<file path="config.mk">
export PLATFORM = sky130hd
export DESIGN_NAME = rect_plot_scheduler
export DESIGN_NICKNAME = d
export VERILOG_FILES = /design/src/rtl/game_pkg.sv /design/src/rtl/rr_arbiter.sv /design/src/rtl/rect_plot_scheduler.sv
export SDC_FILE = /design/constraint.sdc
export NUM_CORES = 1
export LEC_CHECK = 0
export ABC_AREA = 1
export ABC_CLOCK_PERIOD_IN_PS = 6950
export BUFFER_PORTS_ARGS = -buffer_cell sky130_fd_sc_hd__buf_2
export CAP_MARGIN = 15
export CORE_UTILIZATION = 40
export CTS_CLUSTER_SIZE = 12
export DETAILED_ROUTE_END_ITERATION = 16
export GPL_TIMING_DRIVEN = 0
export PLACE_DENSITY = 0.72
export SLEW_MARGIN = 0
export SYNTH_ARGS = -nofsm -noshare
export SYNTH_HDL_FRONTEND = slang
export SYNTH_SLANG_ARGS = --single-unit
</file>
<file path="constraint.sdc">
create_clock -name CLOCK_50 -period 6.95 [get_ports CLOCK_50]
set_clock_uncertainty 0.05 [all_clocks]
set_input_delay 1.0425 -clock CLOCK_50 [delete_from_list [all_inputs] [get_ports CLOCK_50]]
set_output_delay 1.0425 -clock CLOCK_50 [all_outputs]
set_load 0.05 [all_outputs]
</file>
<file path="src/rtl/game_pkg.sv">
// Shared screen geometry, job record and scheduler state encoding for the
// game's drawing path.
package game_pkg;

    localparam int unsigned SCREEN_W = 160;
    localparam int unsigned SCREEN_H = 120;
    localparam int unsigned X_W      = 8;
    localparam int unsigned Y_W      = 7;
    localparam int unsigned COLOUR_W = 3;

    typedef enum logic [1:0] {
        IDLE = 2'd0,
        PLOT = 2'd1,
        DONE = 2'd2
    } sched_state_t;

    typedef struct packed {
        logic [X_W-1:0]      x;
        logic [Y_W-1:0]      y;
        logic [X_W-1:0]      w;
        logic [Y_W-1:0]      h;
        logic [COLOUR_W-1:0] colour;
    } rect_job_t;

endpackage

</file>
<file path="src/rtl/rr_arbiter.sv">
// Combinational round-robin pick: first set request at or above rr_ptr,
// wrapping modulo NUM_REQ.
module rr_arbiter #(
    parameter int unsigned NUM_REQ = 4,
    parameter int unsigned IDX_W   = (NUM_REQ > 1) ? $clog2(NUM_REQ) : 1
) (
    input  logic [NUM_REQ-1:0] req,
    input  logic [IDX_W-1:0]   rr_ptr,
    output logic [NUM_REQ-1:0] grant,
    output logic [IDX_W-1:0]   grant_idx
);

    int unsigned idx;
    logic        found;

    always_comb begin
        grant     = '0;
        grant_idx = '0;
        found     = 1'b0;
        idx       = 0;
        for (int unsigned i = 0; i < NUM_REQ; i++) begin
            idx = (32'(rr_ptr) + i) % NUM_REQ;
            if (!found && req[idx]) begin
                found      = 1'b1;
                grant[idx] = 1'b1;
                grant_idx  = IDX_W'(idx);
            end
        end
    end

endmodule

</file>
<file path="src/rtl/rect_plot_scheduler.sv">
// Shares the VGA adapter pixel port between rectangle-fill clients: round-robin
// grant, one pixel per clock, per-client done pulse.
module rect_plot_scheduler
    import game_pkg::*;
#(
    parameter int unsigned NUM_REQ = 4,
    parameter int unsigned X_MAX   = SCREEN_W - 1,
    parameter int unsigned Y_MAX   = SCREEN_H - 1
) (
    input  logic                         CLOCK_50,
    input  logic                         reset,
    input  logic [NUM_REQ-1:0]           req_valid,
    output logic [NUM_REQ-1:0]           req_ready,
    input  logic [NUM_REQ*X_W-1:0]       req_x,
    input  logic [NUM_REQ*Y_W-1:0]       req_y,
    input  logic [NUM_REQ*X_W-1:0]       req_w,
    input  logic [NUM_REQ*Y_W-1:0]       req_h,
    input  logic [NUM_REQ*COLOUR_W-1:0]  req_colour,
    output logic [NUM_REQ-1:0]           req_done,
    output logic [X_W-1:0]               vga_x,
    output logic [Y_W-1:0]               vga_y,
    output logic [COLOUR_W-1:0]          vga_colour,
    output logic                         vga_plot,
    output logic                         busy
);

    localparam int unsigned IDX_W = (NUM_REQ > 1) ? $clog2(NUM_REQ) : 1;

    sched_state_t        state_q, state_d;
    rect_job_t           job_q, job_d, sel_job, pix_job;
    logic [IDX_W-1:0]    owner_q, owner_d;
    logic [IDX_W-1:0]    rr_ptr_q, rr_ptr_d;
    logic [X_W-1:0]      cx_q, cx_d;
    logic [Y_W-1:0]      cy_q, cy_d;

    logic [NUM_REQ-1:0]  grant;
    logic [IDX_W-1:0]    grant_idx;
    logic                accept;
    logic                load;

    logic [X_W:0]        pix_x;
    logic [Y_W:0]        pix_y;
    logic [X_W-1:0]      vga_x_d;
    logic [Y_W-1:0]      vga_y_d;
    logic [COLOUR_W-1:0] vga_colour_d;
    logic                vga_plot_d;
    logic [NUM_REQ-1:0]  req_done_d;
    logic                busy_d;

    rr_arbiter #(
        .NUM_REQ (NUM_REQ),
        .IDX_W   (IDX_W)
    ) u_arb (
        .req       (req_valid),
        .rr_ptr    (rr_ptr_q),
        .grant     (grant),
        .grant_idx (grant_idx)
    );

    assign req_ready = (state_q == IDLE) ? grant : '0;
    assign accept    = |(req_valid & req_ready);

    always_comb begin
        sel_job.x      = req_x[grant_idx*X_W +: X_W];
        sel_job.y      = req_y[grant_idx*Y_W +: Y_W];
        sel_job.w      = req_w[grant_idx*X_W +: X_W];
        sel_job.h      = req_h[grant_idx*Y_W +: Y_W];
        sel_job.colour = req_colour[grant_idx*COLOUR_W +: COLOUR_W];
    end

    // load marks an edge that presents a new pixel; it is computed from the
    // next counter values so the registered outputs line up with PLOT cycles.
    always_comb begin
        state_d      = state_q;
        job_d        = job_q;
        owner_d      = owner_q;
        rr_ptr_d     = rr_ptr_q;
        cx_d         = cx_q;
        cy_d         = cy_q;
        pix_job      = job_q;
        load         = 1'b0;
        req_done_d   = '0;
        vga_x_d      = vga_x;
        vga_y_d      = vga_y;
        vga_colour_d = vga_colour;
        vga_plot_d   = 1'b0;
        pix_x        = '0;
        pix_y        = '0;

        unique case (state_q)
            IDLE: begin
                if (accept) begin
                    job_d   = sel_job;
                    owner_d = grant_idx;
                    cx_d    = '0;
                    cy_d    = '0;
                    if (sel_job.w == '0 || sel_job.h == '0) begin
                        state_d               = DONE;
                        req_done_d[grant_idx] = 1'b1;
                    end else begin
                        state_d = PLOT;
                        pix_job = sel_job;
                        load    = 1'b1;
                    end
                end
            end
            PLOT: begin
                if (cx_q == job_q.w - X_W'(1)) begin
                    if (cy_q == job_q.h - Y_W'(1)) begin
                        state_d             = DONE;
                        req_done_d[owner_q] = 1'b1;
                    end else begin
                        cx_d = '0;
                        cy_d = cy_q + Y_W'(1);
                        load = 1'b1;
                    end
                end else begin
                    cx_d = cx_q + X_W'(1);
                    load = 1'b1;
                end
            end
            DONE: begin
                state_d  = IDLE;
                rr_ptr_d = (owner_q == IDX_W'(NUM_REQ - 1)) ? '0 : owner_q + IDX_W'(1);
            end
            default: state_d = IDLE;
        endcase

        if (load) begin
            // One spare bit keeps off-screen pixels from aliasing back on screen.
            pix_x        = {1'b0, pix_job.x} + {1'b0, cx_d};
            pix_y        = {1'b0, pix_job.y} + {1'b0, cy_d};
            vga_x_d      = pix_x[X_W-1:0];
            vga_y_d      = pix_y[Y_W-1:0];
            vga_colour_d = pix_job.colour;
            vga_plot_d   = (pix_x <= (X_W+1)'(X_MAX)) && (pix_y <= (Y_W+1)'(Y_MAX));
        end

        busy_d = (state_d != IDLE);
    end

    always_ff @(posedge CLOCK_50) begin
        if (reset) begin
            state_q    <= IDLE;
            job_q      <= '0;
            owner_q    <= '0;
            rr_ptr_q   <= '0;
            cx_q       <= '0;
            cy_q       <= '0;
            req_done   <= '0;
            vga_x      <= '0;
            vga_y      <= '0;
            vga_colour <= '0;
            vga_plot   <= 1'b0;
            busy       <= 1'b0;
        end else begin
            state_q    <= state_d;
            job_q      <= job_d;
            owner_q    <= owner_d;
            rr_ptr_q   <= rr_ptr_d;
            cx_q       <= cx_d;
            cy_q       <= cy_d;
            req_done   <= req_done_d;
            vga_x      <= vga_x_d;
            vga_y      <= vga_y_d;
            vga_colour <= vga_colour_d;
            vga_plot   <= vga_plot_d;
            busy       <= busy_d;
        end
    end

endmodule

</file>
==> flow_summary.ini, run 1 <==
[timing]
worstMarginPinSlew_ns = 0.698
rsz0062_at_grt = false
slew_headroom = 0.533
period_share = 0.812
setup_ws_ns = 1.31
period_needed_ns = 5.64
final.setup.tns_ns = 0
fmax_mhz = 177
hold_viol_final = 0
holdWs_ns = 0.404
finalSetupViolCount = 0
slew_violations = 0

[finish]
fin_area_um2 = 7340
seqCellArea_um2 = 1560
multi_input_area_um2 = 3840
syn_to_final_growth_pct = 23.1
nets = 1294
drive_above_1_share = 0.210
n_antenna_cell = 0
fillers = 1578

[global_route]
grt_pass1_wl_mm = 28.5
grt_pass1_vias = 6164
grt_use_total = 0.236
antenna_found_initial = 0
grt_overflow = 0
grt_max_degree = 15

[synthesis]
synth_cell_types = 47
synth.largest_area_cell = dfxtp_1
yosys_most_used_dff = dfxtp_1
synth-edff-count = 0
synthTopCellsByArea = dfxtp_1, nand2_1, ha_1, nor2_1, nand3_1
syn_nets = 1118
yosysWarnings = 0
yosysSeqAreaShare = 0.262
synth_top_cell_area_share = 0.262
synth_area_per_cell_um2 = 6.29
ys_ff_latch = 78
netlist_top_cells_count = nand2_1, nor2_1, inv_1
syn_area_um2 = 5960
synth.most_common_cell = nand2_1
synth_cells = 947
async_reset_ff_frac = 0

[power]
ir_drop_uv = 129
p_total_mw = 1.67
switching_share = 0.385
share_seq_of_total_power = 0.321
power_frac_comb = 0.371
p_clk_frac = 0.309
power.density_nw_per_um2 = 227
p_int_mw = 1.03
netSwitchingPower_mw = 0.643
leakage_nw = 3.82

[setup_path]
worstPathRequired_ns = 7.18
cp_top_family = simple AND/OR/NAND/NOR gates
crit_path_end_kind = flop
crit_path_start_kind = flop
crit_top_cell = nand2_1
critPathArrivalTime_ns = 5.87
worstSetupPathType = reg2reg
crit_fanout = 11
cp_slowest_cell = dfxtp_1
path_buf_inv = 6
critPathMaxStageDelay_ns = 0.57

[clock_network]
cts_tree = built
holdBufCountCts = 0
clkSinkCount = 78
postCtsSetupBuffers = 0
clock_latency_ns = 0.34
cts_buffer_depth = 2
cts_root_buffer = clkbuf_16
cts_buffers = 9
path_clk_slew_ns = 0.06
cts_max_level = 3
cts-resized-gates = 0

[floorplan]
io_pins = 166
start_util = 0.410
fp.dieW_um = 124
dieHeight_um = 124
std_cell_rows = 44
die-area_um2 = 15400
fp.coreArea_um2 = 14500

[detailed_routing]
viasPerCell = 5.11
firstDrtPassIters = 5
wl_per_cell_um = 13.4
drc_errors = 0
ant_nets = 0
drt_iter0_drc = 411
via_count = 6705
wl_mm = 17.6

[flow_run]
drv_cap = 0

[place]
gp_congestion = 0.916
dp_hpwl_mm = 14.1
placed_area_um2 = 7010
port_buffers = 165
dp_worst_setup_slack_ns = 1.32

[run_status]
status = finished, final reports clean

[hold_path]
hold_path_class = reg2reg
sequential cells by signal (all words and copies together) (netlist names):
signal / cells
vga_x: 8
busy: 1
vga_plot: 1
state_q: 2
job_q: 33
cy_q: 7
req_done: 4
cx_q: 8
rr_ptr_q: 2
vga_colour: 3
vga_y: 7
owner_q: 2
per-stage QoR:
step,utilization,cells
global placement,0.483,1296
global route,0.505,1312
detailed placement,0.483,1296
floorplan,-,947
CTS,0.505,1312
finish,0.505,1312
kinds of logic (layout without fill, tap and decap cells):
logic type	count (synthesis)	count (layout)	synth area share
multiplexers	1	1	0.00168
buffers and inverters	131	312	0.0934
adder cells (fa/ha/maj)	33	33	0.0718
AO/OA/AOI/OAI	149	149	0.143
AND/OR/NAND/NOR	521	521	0.378
XOR/XNOR	34	34	0.0500
flip-flops	78	78	0.262
final cells by class:
class / instances / area share
Timing Repair Buffer: 165 / 0.113
Sequential cell: 78 / 0.213
Clock buffer: 10 / 0.0312
Buffer: 36 / 0.0269
Inverter: 95 / 0.0489
Clock inverter: 6 / 0.0128
Multi-Input combinational cell: 738 / 0.523
Tap cell: 184 / 0.0314
cells in the final DEF, fill, tap and decap left out, types with 8 or more instances in the layout:
cell type / Yosys / final
nand2_1: 301 / 301
a21oi_1: 45 / 45
o21ai_0: 58 / 58
nand3_1: 63 / 63
xor2_1: 24 / 24
nand4_1: 15 / 15
xnor2_1: 10 / 10
a22oi_1: 19 / 19
nand2_2: 9 / 9
inv_2: 8 / 8
clkbuf_1: 13 / 14
a31oi_1: 11 / 11
buf_2: 14 / 179
dfxtp_1: 78 / 78
nor3_1: 15 / 15
ha_1: 31 / 31
nor2_1: 93 / 93
inv_1: 83 / 83
clkbuf_16: 0 / 9
metal layers:
layer / part of all wire / track usage
met5: 0 / 0
met1: 0.44 / 0.292
met4: 0.018 / 0.0722
met3: 0.052 / 0.0357
met2: 0.49 / 0.417
tightest hold or removal path, delay by kind of cell (launching register included):
kind	cells	cell delay, ns
AOI/OAI and AO/OA	1	0.05
buffers and inverters	1	0.06
DFF	1	0.30
worst paths after layout:
check / end / cells after the start / slack (ns) / from
worst max-delay path: vga_plot$_SDFF_PP0_ / 31 / 1.31 / rr_ptr_q[0]$_SDFFE_PP0N_
worst min register to register: job_q[19]$_SDFFE_PP0P_ / 2 / 0.40 / job_q[19]$_SDFFE_PP0P_
worst min-delay path: job_q[19]$_SDFFE_PP0P_ / 2 / 0.40 / job_q[19]$_SDFFE_PP0P_
worst max register to register: vga_plot$_SDFF_PP0_ / 31 / 1.31 / rr_ptr_q[0]$_SDFFE_PP0N_
power by group through the flow:
stage / logic (mW) / clock network [mW] / registers (mW)
after floorplan: 0.371 / 0 / 0.609
after global placement: 0.606 / 0 / 0.542
after detailed placement: 0.612 / 0 / 0.544
after CTS: 0.617 / 0.518 / 0.534
after global routing: 0.689 / 0.533 / 0.540
final: 0.618 / 0.515 / 0.535
Power figures use the tool's default switching activity.
==> run 2: changes to the inputs <==
Settings changed: ABC_CLOCK_PERIOD_IN_PS 6950 to 5900.
Clock period 6.95 ns to 5.9 ns, I/O delays scaled along.
==> run 2 against run 1 <==
Worst hold slack got worse by 0.0014 ns. Highest routed layer unchanged. Routed wire length increased by 0.30%. Register-to-register slack got worse by 0.78 ns. Critical path type unchanged.
==> flow_summary.ini, run 2 (synthesis gave the netlist of run 1 again) <==
[clock_network]
cts_buffers = 9
path_clk_slew_ns = 0.06
cts_buffer_depth = 2
clkSinkCount = 78
cts_max_level = 3
cts_tree = built
clock_latency_ns = 0.34
cts_root_buffer = clkbuf_16

[timing]
rsz0062_at_grt = false
period_needed_ns = 5.38
slew_headroom = 0.535
period_share = 0.911
hold_viol_final = 0
slew_violations = 0
final.setup.tns_ns = 0
fmax_mhz = 186
setup_ws_ns = 0.525
finalSetupViolCount = 0
worstMarginPinSlew_ns = 0.695

[finish]
final_common_cell = nand2_1
largest_register_ffs = 33
nets = 1297
final_util = 0.507
top_register = job_q
n_antenna_cell = 0
layout_common_cells = nand2_1, buf_2, nor2_1
fillers = 1571
fin_area_um2 = 7360
drive_above_1_share = 0.214
stdcell_count = 1315
reg_top3 = job_q: 33 flops, cx_q: 8 flops, vga_x: 8 flops
syn_to_final_growth_pct = 23.6

[setup_path]
worstPathRequired_ns = 6.13
reg2regPathDepth = 34
worstSetupPathType = reg2reg
reg2reg_slack_ns = 0.52
crit_path_start_kind = flop
cp_top_family = simple AND/OR/NAND/NOR gates
cp_slowest_cell = dfxtp_2
timing.rr.end = vga_plot$_SDFF_PP0_
path_buf_inv = 6
reg2reg_from = rr_ptr_q[0]$_SDFFE_PP0N_
crit_path_end_kind = flop
critPathArrivalTime_ns = 5.61
crit_top_cell = nand2_1
critPathMaxStageDelay_ns = 0.45
crit_fanout = 11

[power]
ir_drop_uv = 153
leakage_nw = 3.83
power.density_nw_per_um2 = 268

[global_route]
grt_pass1_wl_mm = 28.5
grt_use_total = 0.236
grt_max_degree = 15
grt_overflow = 0
antenna_found_initial = 0
grt_pass1_vias = 6164

[place]
gp_congestion = 0.916
dp_worst_setup_slack_ns = 0.424
port_buffers = 165
dp_cells = 1296
dp_hpwl_mm = 14.1
placed_area_um2 = 7010

[floorplan]
die-area_um2 = 15400
start_util = 0.410
std_cell_rows = 44
dieHeight_um = 124
fp.coreArea_um2 = 14500
io_pins = 166
fp.dieW_um = 124

[detailed_routing]
via_count = 6709
wl_mm = 17.6
firstDrtPassIters = 5
viasPerCell = 5.10
ant_nets = 0
drc_errors = 0
wl_per_cell_um = 13.4
drt_iter0_drc = 382

[hold_path]
hold_path_class = reg2reg
whs_endpoint = job_q[19]$_SDFFE_PP0P_
min_from = job_q[19]$_SDFFE_PP0P_
whs_path_depth = 2

[flow_run]
drv_cap = 0

[run_status]
status = finished, final reports clean
run 2: cell count changes in the layout (fill, tap and decap cells not counted):
cell	delta
dfxtp_2	+2
buf_4	+3
dfxtp_1	-2
run 2: layer usage:
layer,share of wire,global-route usage,vias to the layer above
li1,-,-,3438
met1,0.45,0.292,3067
met2,0.49,0.417,178
met3,0.048,0.0357,26
met4,0.017,0.0722,0
met5,0,0,-
run 2: stage by stage:
stage | hold slack [ns] | total power, mW
detailed placement | 0.398 | 1.36
floorplan | 0.380 | 1.15
finish | 0.402 | 1.97
CTS | 0.407 | 1.97
global placement | 0.389 | 1.35
global route | 0.440 | 2.08
run 2: power by group:
part,internal [mW],switching [mW],leakage (nW)
Clock,0.374,0.234,0.153
Combinational,0.249,0.484,3.04
Sequential,0.589,0.0413,0.642
Total,1.21,0.759,3.83
run 2: cell type report:
cell class	count	area, um2	share of cell area
timing repair buffer	168	848	0.115
sequential	78	1560	0.212
buffer	36	198	0.0269
clock inverter	6	93.8	0.0127
tap	184	230	0.0313
clock buffer	10	229	0.0311
multi-input combinational	738	3840	0.522
inverter	95	359	0.0488
run 2: worst min-delay path: stages, from the launching register on:
cell and delay, ns:
dfxtp_1 0.30, inv_1 0.06, a21oi_1 0.05
run 2: worst max path at each step:
stage	startpoint	endpoint	slack, ns	cells past startpoint
3_5_place_dp	rr_ptr_q[0]$_SDFFE_PP0N_	vga_plot$_SDFF_PP0_	0.42	30
4_1_cts	rr_ptr_q[0]$_SDFFE_PP0N_	vga_plot$_SDFF_PP0_	0.30	31
2_1_floorplan	rr_ptr_q[0]$_SDFFE_PP0N_	vga_plot$_SDFF_PP0_	1.12	30
3_3_place_gp	rr_ptr_q[0]$_SDFFE_PP0N_	vga_plot$_SDFF_PP0_	0.47	31
6_report	rr_ptr_q[0]$_SDFFE_PP0N_	vga_plot$_SDFF_PP0_	0.52	34
5_1_grt	rr_ptr_q[0]$_SDFFE_PP0N_	vga_plot$_SDFF_PP0_	0.06	34
run 2: what timing repair did:
item | CTS | global route
gates resized for setup | 0 | 2
buffers inserted | 0 | 3
hold buffers | 0 | 0
setup endpoints to repair | 0 | 1
